[src/rtl/dispatch_unit.sv]
// dispatch_unit
//   In-order dispatch stage. Pops decoded instructions from the head of the
//   show-ahead instruction buffer and renames registers through an internal
//   busy/src/val file. It issues to the ALU or load reservation stations,
//   resolves jmp/jeq locally, and snoops the CDB to retire register tags.
//
// Ports
//   clk, reset          clock, synchronous active-high reset
//   ib_empty/ib_data_out/ib_pop   instruction buffer head {pc, inst} and pop strobe
//   ib_flush, branch_taken, branch_target   registered redirect to fetch / fifo
//   alu_rs_avail/tag, ld_rs_avail/tag       free station and its tag
//   alu_issue, ld_issue, issue_*            issue strobes and operand bus
//   cdb_valid/tag/data                      common data bus snoop
//   halted                                  halt instruction reached
module dispatch_unit #(
  parameter int NREGS = 16,
  parameter int TAGW  = 15
) (
  input  logic            clk,
  input  logic            reset,
  input  logic            ib_empty,
  input  logic [31:0]     ib_data_out,
  output logic            ib_pop,
  output logic            ib_flush,
  output logic            branch_taken,
  output logic [15:0]     branch_target,
  input  logic            alu_rs_avail,
  input  logic [TAGW-1:0] alu_rs_tag,
  input  logic            ld_rs_avail,
  input  logic [TAGW-1:0] ld_rs_tag,
  output logic            alu_issue,
  output logic            ld_issue,
  output logic [3:0]      issue_op,
  output logic            issue_a_busy,
  output logic            issue_b_busy,
  output logic [TAGW-1:0] issue_a_src,
  output logic [TAGW-1:0] issue_b_src,
  output logic [15:0]     issue_a_val,
  output logic [15:0]     issue_b_val,
  input  logic            cdb_valid,
  input  logic [TAGW-1:0] cdb_tag,
  input  logic [15:0]     cdb_data,
  output logic            halted
);

  localparam logic [3:0] OP_MOV  = 4'd0;
  localparam logic [3:0] OP_ADD  = 4'd1;
  localparam logic [3:0] OP_JMP  = 4'd2;
  localparam logic [3:0] OP_HALT = 4'd3;
  localparam logic [3:0] OP_LD   = 4'd4;
  localparam logic [3:0] OP_JEQ  = 4'd5;

  typedef enum logic [1:0] {S_RUN, S_FLUSH, S_HALT} state_t;

  state_t state_q, state_d;

  logic            busy_q [NREGS];
  logic [TAGW-1:0] src_q  [NREGS];
  logic [15:0]     val_q  [NREGS];

  logic            flush_q;
  logic [15:0]     target_q, target_d;

  logic [15:0] pc, inst;
  logic [3:0]  op, ra, rb, rt;
  logic        ra_hit, rb_hit, ra_busy, rb_busy;
  logic [15:0] ra_val, rb_val, jeq_target;
  logic        pop, alu_go, ld_go, rename_en;
  logic [TAGW-1:0] rename_tag;

  assign pc   = ib_data_out[31:16];
  assign inst = ib_data_out[15:0];
  assign op   = inst[15:12];
  assign ra   = inst[11:8];
  assign rb   = inst[7:4];
  assign rt   = inst[3:0];

  // Source read with CDB bypass: a result broadcast this cycle is already usable.
  always_comb begin
    ra_hit  = cdb_valid && busy_q[ra] && (src_q[ra] == cdb_tag);
    rb_hit  = cdb_valid && busy_q[rb] && (src_q[rb] == cdb_tag);
    ra_busy = busy_q[ra] && !ra_hit;
    rb_busy = busy_q[rb] && !rb_hit;
    ra_val  = ra_hit ? cdb_data : val_q[ra];
    rb_val  = rb_hit ? cdb_data : val_q[rb];
  end

  assign jeq_target = pc + 16'd1 + {{12{inst[3]}}, inst[3:0]};

  // State register plus the registered redirect outputs.
  always_ff @(posedge clk) begin
    if (reset) begin
      state_q  <= S_RUN;
      flush_q  <= 1'b0;
      target_q <= '0;
    end else begin
      state_q  <= state_d;
      flush_q  <= (state_d == S_FLUSH);
      target_q <= target_d;
    end
  end

  // Next-state and dispatch decision.
  always_comb begin
    state_d  = state_q;
    target_d = target_q;
    pop      = 1'b0;
    alu_go   = 1'b0;
    ld_go    = 1'b0;
    if (reset) begin
      state_d = S_RUN;
    end else begin
      case (state_q)
        S_RUN: begin
          if (!ib_empty) begin
            case (op)
              OP_MOV, OP_ADD: begin
                pop    = alu_rs_avail;
                alu_go = alu_rs_avail;
              end
              OP_LD: begin
                pop   = ld_rs_avail;
                ld_go = ld_rs_avail;
              end
              OP_JMP: begin
                pop      = 1'b1;
                state_d  = S_FLUSH;
                target_d = {4'b0, inst[11:0]};
              end
              OP_JEQ: begin
                if (!ra_busy && !rb_busy) begin
                  pop = 1'b1;
                  if (ra_val == rb_val) begin
                    state_d  = S_FLUSH;
                    target_d = jeq_target;
                  end
                end
              end
              OP_HALT: begin
                pop     = 1'b1;
                state_d = S_HALT;
              end
              default: pop = 1'b1;  // unknown opcodes are dropped
            endcase
          end
        end
        S_FLUSH: state_d = S_RUN;
        S_HALT:  state_d = S_HALT;
        default: state_d = S_RUN;
      endcase
    end
  end

  // Output decode and issue bus.
  always_comb begin
    ib_pop        = pop;
    alu_issue     = alu_go;
    ld_issue      = ld_go;
    ib_flush      = flush_q;
    branch_taken  = flush_q;
    branch_target = target_q;
    halted        = (state_q == S_HALT);
    issue_op      = op;
    issue_a_busy  = ra_busy;
    issue_a_src   = src_q[ra];
    issue_a_val   = ra_val;
    issue_b_busy  = rb_busy;
    issue_b_src   = src_q[rb];
    issue_b_val   = rb_val;
    if (op == OP_MOV) begin
      issue_a_busy = 1'b0;
      issue_a_src  = '0;
      issue_a_val  = {8'b0, inst[11:4]};
    end
    if (op == OP_MOV || op == OP_LD) begin
      issue_b_busy = 1'b0;
      issue_b_src  = '0;
      issue_b_val  = '0;
    end
  end

  assign rename_en  = alu_go || ld_go;
  assign rename_tag = alu_go ? alu_rs_tag : ld_rs_tag;

  // Register file: rename takes priority over a CDB write to the same entry,
  // since the newer producer owns the register from now on.
  for (genvar gi = 0; gi < NREGS; gi++) begin : g_rf
    always_ff @(posedge clk) begin
      if (reset) begin
        busy_q[gi] <= 1'b0;
        src_q[gi]  <= '0;
        val_q[gi]  <= '0;
      end else if (rename_en && (rt == 4'(gi))) begin
        busy_q[gi] <= 1'b1;
        src_q[gi]  <= rename_tag;
      end else if (cdb_valid && busy_q[gi] && (src_q[gi] == cdb_tag)) begin
        busy_q[gi] <= 1'b0;
        val_q[gi]  <= cdb_data;
      end
    end
  end

endmodule

[config.mk]
export PLATFORM = sky130hd
export DESIGN_NAME = dispatch_unit
export DESIGN_NICKNAME = d
export VERILOG_FILES = /design/src/rtl/dispatch_unit.sv
export SDC_FILE = /design/constraint.sdc
export NUM_CORES = 1
export LEC_CHECK = 0
export CORE_ASPECT_RATIO = 1.75
export CORE_MARGIN = 5
export CORE_UTILIZATION = 35
export DETAILED_ROUTE_END_ITERATION = 8
export PLACE_DENSITY = 0.52
export SKIP_LAST_GASP = 1
export SYNTH_ARGS = -nofsm -noshare
export SYNTH_HDL_FRONTEND = slang
export SYNTH_SLANG_ARGS = --single-unit
[constraint.sdc]
create_clock -name clk -period 5.9 [get_ports clk]
set_input_delay 0.885 -clock clk [delete_from_list [all_inputs] [get_ports clk]]
set_output_delay 0.885 -clock clk [all_outputs]
set_load 0.03 [all_outputs]
==> impl_results.md, run 1 <==
* Status: complete, but fails checks
* Violated checks: setup timing
* Cts bufs inserted at 54
* Post-synthesis register bit count at 531
* Crit. End Element: output pin
* Post-route insts no fill at 4262
* Largest net degree at the start of global routing at 49
* First-pass GRT wire length at 235200 microns
* Final Routed Wirelength at 175700 microns
* Die Y at 420.9 microns
* Vias per cell at 6.234
* Yosys cell types at 72
* CTS Buffer Depth at 3
* Mean Syn Cell Area at 12.36 sq um
* Hold Buf Count CTS at 0
* Cells after Synth at 2731
* Fmax achieved at 168.4 MHz
* Synth warn at 0
* Actual transition at the worst max-transition pin at 1.195 ns
* Die width at 244.8 microns
* Dpl hpwl at 132700 microns
* Row cnt at 150
* Fin nets at 3117
* Worst IR Drop VDD at 0.0002066 V
* Share of layout cells above drive strength 1 at 24.17%
* RSZ-0062 raised after global routing: no
* Clock latency on the worst-skew pair at 0.66 ns
* Clock tree sinks at 531
* Register area share after synthesis at 46.67%
* Area leader, netlist: edfxtp_1
* DRT Pass-1 Iters at 5
* Root Buffer: clkbuf_16
* WP data arrival at 5.05 ns
* Grt ovf at 0
* Tmin final at 5.939 ns
* Max-Cap Viols at 0
* EDFF count, synth at 512
* CP required at 5.02 ns
* Final Skew at 0.02716 ns
* Final period util at 100.7%
* DRT iter0 DRCs at 2966
* Vias in the first global route at 27452
* Via Count at 26569
* Hold path start: state_q[0]
* Critical Path Start: ib_data_out[7]
* Async set-reset flop share out of synthesis at 0%
* Relative slew slack at 20.04%
* Leak pwr at 14.65 nW
* PnR worst setup slack at -0.03868 ns
* Critical setup path kind: in2out
* Critical Path Start Type: input pin
* Clock-pin transition on the worst setup and hold timing paths at 0.06 ns
* Final Setup Violations at 1
* P&R area growth vs syn at 19.75%
* Initial antenna violation count at 2
* DIE AREA at 0.1030 sq mm
* Post-Syn Nets at 2846
* Worst hold slack at 0.5159 ns
* Reg-to-Reg Start: src_q[7][9]
* Main synth FF type: edfxtp_1
* Placer congestion estimate at 1.056
* Hold/Removal Path Class: reg2reg
* Largest cells by area after synthesis: edfxtp_1, mux4_2, xnor2_1
* Pwr dens at 259.5 mW/mm^2
* Area of the multi-input gates at 0.01698 sq mm
* CTS tree: built
* Core area at 0.09572 sq mm
* Register area at 0.01576 sq mm
* WL/cell at 41.22 microns
* Final Hold Viols at 0
* Io pins at 189
* Max FO, Critical Path at 21
* FILL cells at 9019
* Post-Place Cells at 4162
* DRC Markers at 0
* Total global-route track usage at 33.37%
* H-tree depth at 2
* R2R Setup Slk at 0.81 ns
* Post-Synthesis Cell Area at 0.03376 sq mm
* I/O Buffers at 188
* ANT nets after route at 0
* Share of the synthesized area in the top cell type at 45.54%
* Slew Limit Fails at 0
* Initial Util at 35.27%
==> area by class of cell <==
class,count,area share [%]
Sequential cell,531,38.97
Multi-Input combinational cell,1927,42.00
Inverter,43,0.3992
Clock buffer,60,3.398
Antenna cell,1,0.006190
Tap cell,1216,3.763
Clock inverter,39,1.331
Timing Repair Buffer,445,10.13
==> where the power goes <==
part           internal [mW]  switching, mW  total [mW]
Sequential              4.27          0.185        4.45
Clock                   2.14           1.68        3.82
Combinational          0.863           1.35        2.22
==> kinds of logic (layout without fill, tap and decap cells) <==
kind of cell	Yosys count	after routing	synth area share (%)
AO/OA/AOI/OAI	190	190	3.895
AND/OR/NAND/NOR	974	974	14.27
XOR/XNOR	311	311	8.091
multiplexers	436	436	22.92
flip-flops	531	531	46.67
buffers and inverters	273	587	3.543
adder cells (fa/ha/maj)	16	16	0.6152
other	0	1	0
==> synthesized netlist by cell type (all sizes together) (3+ instances only) <==
library cell / instances
o221ai: 12
buf: 99
nor4b: 3
a2111oi: 4
mux2: 34
o221a: 4
a22oi: 8
a21boi: 7
nand2: 118
nand2b: 13
nor2b: 18
ha: 15
a21oi: 52
o31a: 3
clkinv: 7
mux4: 266
nor3: 101
xnor2: 206
a211oi: 13
o21a: 6
o22ai: 13
o21ai: 28
a221oi: 13
mux2i: 136
and2: 200
clkbuf: 131
edfxtp: 512
and3: 15
o211ai: 6
nand3: 42
a221o: 3
nor4: 35
xor2: 105
dfxtp: 19
nand4: 49
inv: 36
a311oi: 3
nor3b: 8
nor2: 358
or3: 9
==> per-stage QoR <==
| stage | util, % | TNS, ns | power, mW | worst slack (ns) | cell area [sq um] |
|---|---|---|---|---|---|
| after floorplan | - | 0 | 5.593 | 0.7624 | 33760 |
| after global placement | 40.20 | -0.5843 | 6.706 | -0.1144 | 38470 |
| after detailed placement | 40.20 | -0.7234 | 6.709 | -0.1192 | 38470 |
| after CTS | 42.21 | 0 | 10.51 | 0.01803 | 40410 |
| after global routing | 42.23 | 0 | 10.72 | 0.004219 | 40430 |
| final | 42.24 | -0.03868 | 10.49 | -0.03868 | 40430 |
==> flip-flops by register name, summed over array words and instances (netlist names) <==
name           cells
val_q            256
src_q            240
branch_target     16
busy_q            16
state_q            2
branch_taken       1
==> critical path: stages <==
cell and delay, ns:
buf_6 0.27, buf_4 0.39, mux2_2 0.38, o221ai_1 0.38, xnor2_1 0.33, a2111oi_1 0.62, and3_1 0.35, buf_12 0.15
nand2_2 0.09, nand2b_1 0.11, and2_1 0.29, a2111oi_0 0.18, o21ai_0 0.27, buf_4 0.18, buf_12 0.11
==> cells in the final DEF (no fill, tap or decap), types with 9 or more instances in the layout <==
cell type	n
edfxtp_1	512
nor2_1	349
mux4_2	266
buf_4	264
xnor2_1	205
and2_1	200
clkdlybuf4s50_1	146
mux2i_1	128
nand2_1	117
xor2_1	105
nor3_1	100
clkbuf_16	54
nand4_1	48
a21oi_1	45
nand3_1	41
inv_1	34
mux2_2	33
nor4_1	31
buf_12	29
o21ai_0	27
dfxtp_1	19
nor2b_1	18
and3_1	15
ha_1	15
nand2b_1	13
a211oi_1	13
o22ai_1	13
clkinv_1	12
o221ai_1	12
bufinv_16	10
or3_1	9
a221oi_1	9
==> layer usage <==
| metal | track usage, % | up-vias | share of wire (%) | routed length [microns] |
|---|---|---|---|---|
| li1 | - | 10746 | - | - |
| met3 | 4.391 | 536 | 6.1 | 10770 |
| met5 | 0 | - | 0.0074 | 13 |
| met4 | 27.77 | 2 | 11 | 19070 |
| met2 | 59.35 | 1576 | 51 | 89490 |
| met1 | 34.89 | 13709 | 32 | 56320 |
==> repair_timing <==
action / 4_1_cts / 5_1_grt
setup buffers: 0 / 0
pin swaps: 0 / 1
setup endpoints to repair: 1 / 3
resized for setup: 4 / 3
cloned: 0 / 0
==> path summary, 6_finish.rpt <==
path	endpoint	depth (start not counted)
worst max register to register	branch_target[10]	16
worst min-delay path	state_q[1]	1
worst min register to register	state_q[1]	1
worst max-delay path	ib_pop	15
Power figures use the tool's default switching activity.
==> inputs of run 2 (changes only) <==
--- a/config.mk
+++ b/config.mk
@@ -8,6 +8,7 @@
 export CORE_ASPECT_RATIO = 1.75
 export CORE_MARGIN = 5
 export CORE_UTILIZATION = 35
+export CTS_CLUSTER_SIZE = 30
 export DETAILED_ROUTE_END_ITERATION = 8
 export PLACE_DENSITY = 0.52
 export SKIP_LAST_GASP = 1
==> results of run 2 <==
The final DEF is identical to that of run 1; final timing and power are the same.
==> inputs of run 3 (changes only) <==
--- a/config.mk
+++ b/config.mk
@@ -10,6 +10,7 @@
 export CORE_UTILIZATION = 35
 export CTS_CLUSTER_SIZE = 30
 export DETAILED_ROUTE_END_ITERATION = 8
+export GPL_ROUTABILITY_DRIVEN = 0
 export PLACE_DENSITY = 0.52
 export SKIP_LAST_GASP = 1
 export SYNTH_ARGS = -nofsm -noshare
==> constraint.sdc (replaced) <==
create_clock -name clk -period 6.4 [get_ports clk]
set_input_delay 0.96 -clock clk [delete_from_list [all_inputs] [get_ports clk]]
set_output_delay 0.96 -clock clk [all_outputs]
set_load 0.03 [all_outputs]
==> run 3 against run 2 <==
  * The flow now finishes without violations
  * Sequential power decreased by 7.6%
  * Register-to-register slack about the same
  * Power down 11%
  * Utilization down 1.0 points
  * Die area unchanged
  * Non-clock buffer count shrank 94
  * Worst setup slack better by 0.17 ns
  * Clock skew is 0.017 ns higher
  * Combinational power is 13% lower
  * Critical path depth decreased by 2
  * Flip-flop and latch count unchanged
  * Final cell count is 2.2% lower
  * Critical path type unchanged
  * Critical endpoint unchanged
  * Largest cell class unchanged
==> impl_results.md, run 3 (synthesized netlist as in run 1, its figures left out) <==
* Worst hold slack at 0.5267 ns (+0.01081 ns)
* CTS Buffer Depth at 3 (unchanged)
* Die width at 244.8 microns (unchanged)
* First-pass GRT wire length at 224700 microns (-4.5%)
* Largest net degree at the start of global routing at 49 (unchanged)
* Root Buffer: clkbuf_16
* Initial antenna violation count at 16 (+14)
* Total global-route track usage at 31.60% (-1.8 points)
* I/O Buffers at 188 (unchanged)
* Post-route insts no fill at 4168 (-2.2%)
* Initial Util at 35.27% (unchanged)
* Postcts setup bufs at 0 (unchanged)
* Core area at 0.09572 sq mm (unchanged)
* Worst IR Drop VDD at 0.0002276 V (+10%)
* Final period util at 97.92%
* Clock-pin transition on the worst setup and hold timing paths at 0.06 ns (about the same)
* DRT iter0 DRCs at 3546 (+20%)
* H-tree depth at 2 (unchanged)
* Largest register by flop count: val_q
* Max-Cap Viols at 0 (unchanged)
* Critical Path Start Type: input pin
* Max reg flops at 256 (unchanged)
* Via Count at 26717 (+0.56%)
* Reg-to-Reg Start: src_q[15][2]
* Share of layout cells above drive strength 1 at 21.22% (-3.0 points)
* Final Setup Violations at 0 (-1)
* Hold Path Cell Cnt at 1 (unchanged)
* Commonest non-fill, non-tap cells in the layout: edfxtp_1, nor2_1, mux4_2
* Commonest non-fill, non-tap cell in the layout: edfxtp_1
* Hold Buf Count CTS at 0 (unchanged)
* Leak pwr at 14.10 nW (-3.8%)
* P&R area growth vs syn at 16.88%
* DRC Markers at 0 (unchanged)
* Row cnt at 150 (unchanged)
* R2R Setup Slk at 0.80 ns (about the same)
* Die Y at 420.9 microns (unchanged)
* Clock latency on the worst-skew pair at 0.67 ns (about the same)
* CP required at 5.44 ns (+0.42 ns)
* Fmax achieved at 159.6 MHz
* DRT Pass-1 Iters at 5 (unchanged)
* Clock tree sinks at 531 (unchanged)
* Io pins at 189 (unchanged)
* Actual transition at the worst max-transition pin at 1.398 ns (+0.2025 ns)
* Critical setup path kind: in2out
* Worst r2r dst: branch_target[4]
* Final Skew at 0.04403 ns (+0.01687 ns)
* Crit. End Element: output pin
* Slew Limit Fails at 0 (unchanged)
* Number of gates resized after cts at 0 (-4)
* Final Hold Viols at 0 (unchanged)
* Tmin final at 6.267 ns
* WP data arrival at 5.31 ns (+0.26 ns)
* Relative slew slack at 5.952% (-14 points)
* Max FO, Critical Path at 26 (+24%)
* FILL cells at 8995 (-0.27%)
* WL/cell at 39.90 microns (-3.2%)
* Fin nets at 3020 (-3.1%)
* Vias in the first global route at 27075 (-1.4%)
* Dpl hpwl at 118900 microns (-10%)
* Post-Place Cells at 4068 (-2.3%)
* ANT nets after route at 0 (unchanged)
* Worst Hold Path EP: state_q[1]
* CTS tree: built
* Final Routed Wirelength at 166300 microns (-5.3%)
* Reg2Reg Depth at 15 (-1)
* Grt ovf at 0 (unchanged)
* Pwr dens at 237.0 mW/mm^2 (-8.7%)
* Hold path start: state_q[0]
* RSZ-0062 raised after global routing: no
* Largest registers: val_q: 256 flops, src_q: 240 flops
* DIE AREA at 0.1030 sq mm (unchanged)
* Vias per cell at 6.410 (+2.8%)
* Hold/Removal Path Class: reg2reg
* Setup TNS at 0 ns (+0.03868 ns)
* Status: completed
* Cts bufs inserted at 51 (-5.6%)
-- run 3: cell types whose count changed in the layout (fill, tap and decap cells not counted), sizes merged --
cell and delta:
buf -98, diode +5, clkdlybuf4s50 +4, bufinv -3, clkbuf -2, clkinvlp -2, clkinv +1, inv +1
-- run 3: routing by layer --
layer | vias to the layer above | share of wire, % | global-route usage, %
met4 | 16 | 12 | 27.42
li1 | 10567 | - | -
met3 | 702 | 9.1 | 7.666
met2 | 2033 | 48 | 53.35
met5 | - | 0.057 | 0
met1 | 13399 | 31 | 32.77
-- run 3: worst max-delay path by stage --
stage          cells after the start                 to  slack, ns             from
2_1_floorplan                     14             ib_pop       1.11   ib_data_out[8]
6_report                          13             ib_pop       0.13  ib_data_out[10]
5_1_grt                           13             ib_pop       0.08   ib_data_out[8]
3_3_place_gp                      16  branch_target[10]       0.24   ib_data_out[8]
3_5_place_dp                      16   branch_target[4]       0.22   ib_data_out[8]
4_1_cts                           12             ib_pop       0.33   ib_data_out[8]
-- run 3: area by class of cell --
type,instances,area (sq um),share of cell area [%]
inverters,43,161.4,0.4091
well taps,1216,1521,3.856
clock buffers,58,1303,3.301
multi-input cells,1927,16980,43.03
diodes,6,15.01,0.03805
repair buffers,351,3266,8.276
clock inverters,36,457.9,1.161
flip-flops and latches,531,15760,39.93
-- run 3: per-stage QoR --
stage | power [mW] | setup WS, ns | utilization (%) | area [sq um]
floorplan | 5.156 | 1.112 | - | 33760
global placement | 6.030 | 0.2423 | 39.35 | 37670
detailed placement | 6.034 | 0.2215 | 39.35 | 37670
CTS | 9.289 | 0.3300 | 41.19 | 39430
global route | 9.545 | 0.08115 | 41.21 | 39440
finish | 9.350 | 0.1334 | 41.22 | 39460
-- run 3: report_power, final --
group          switching (mW)  internal, mW
Combinational            1.21         0.738
Sequential              0.174          3.93
Clock                    1.52          1.78
Total                    2.90          6.45
-- run 3: critical path, stage by stage --
cell,delay [ns]
buf_4,0.43
clkinv_1,0.27
buf_12,0.23
mux2i_1,0.13
mux2i_1,0.32
o211ai_1,0.27
nor4_4,0.68
nand4_4,0.51
nand2_1,0.29
and2_1,0.28
a2111oi_0,0.14
o21ai_0,0.48
buf_12,0.19
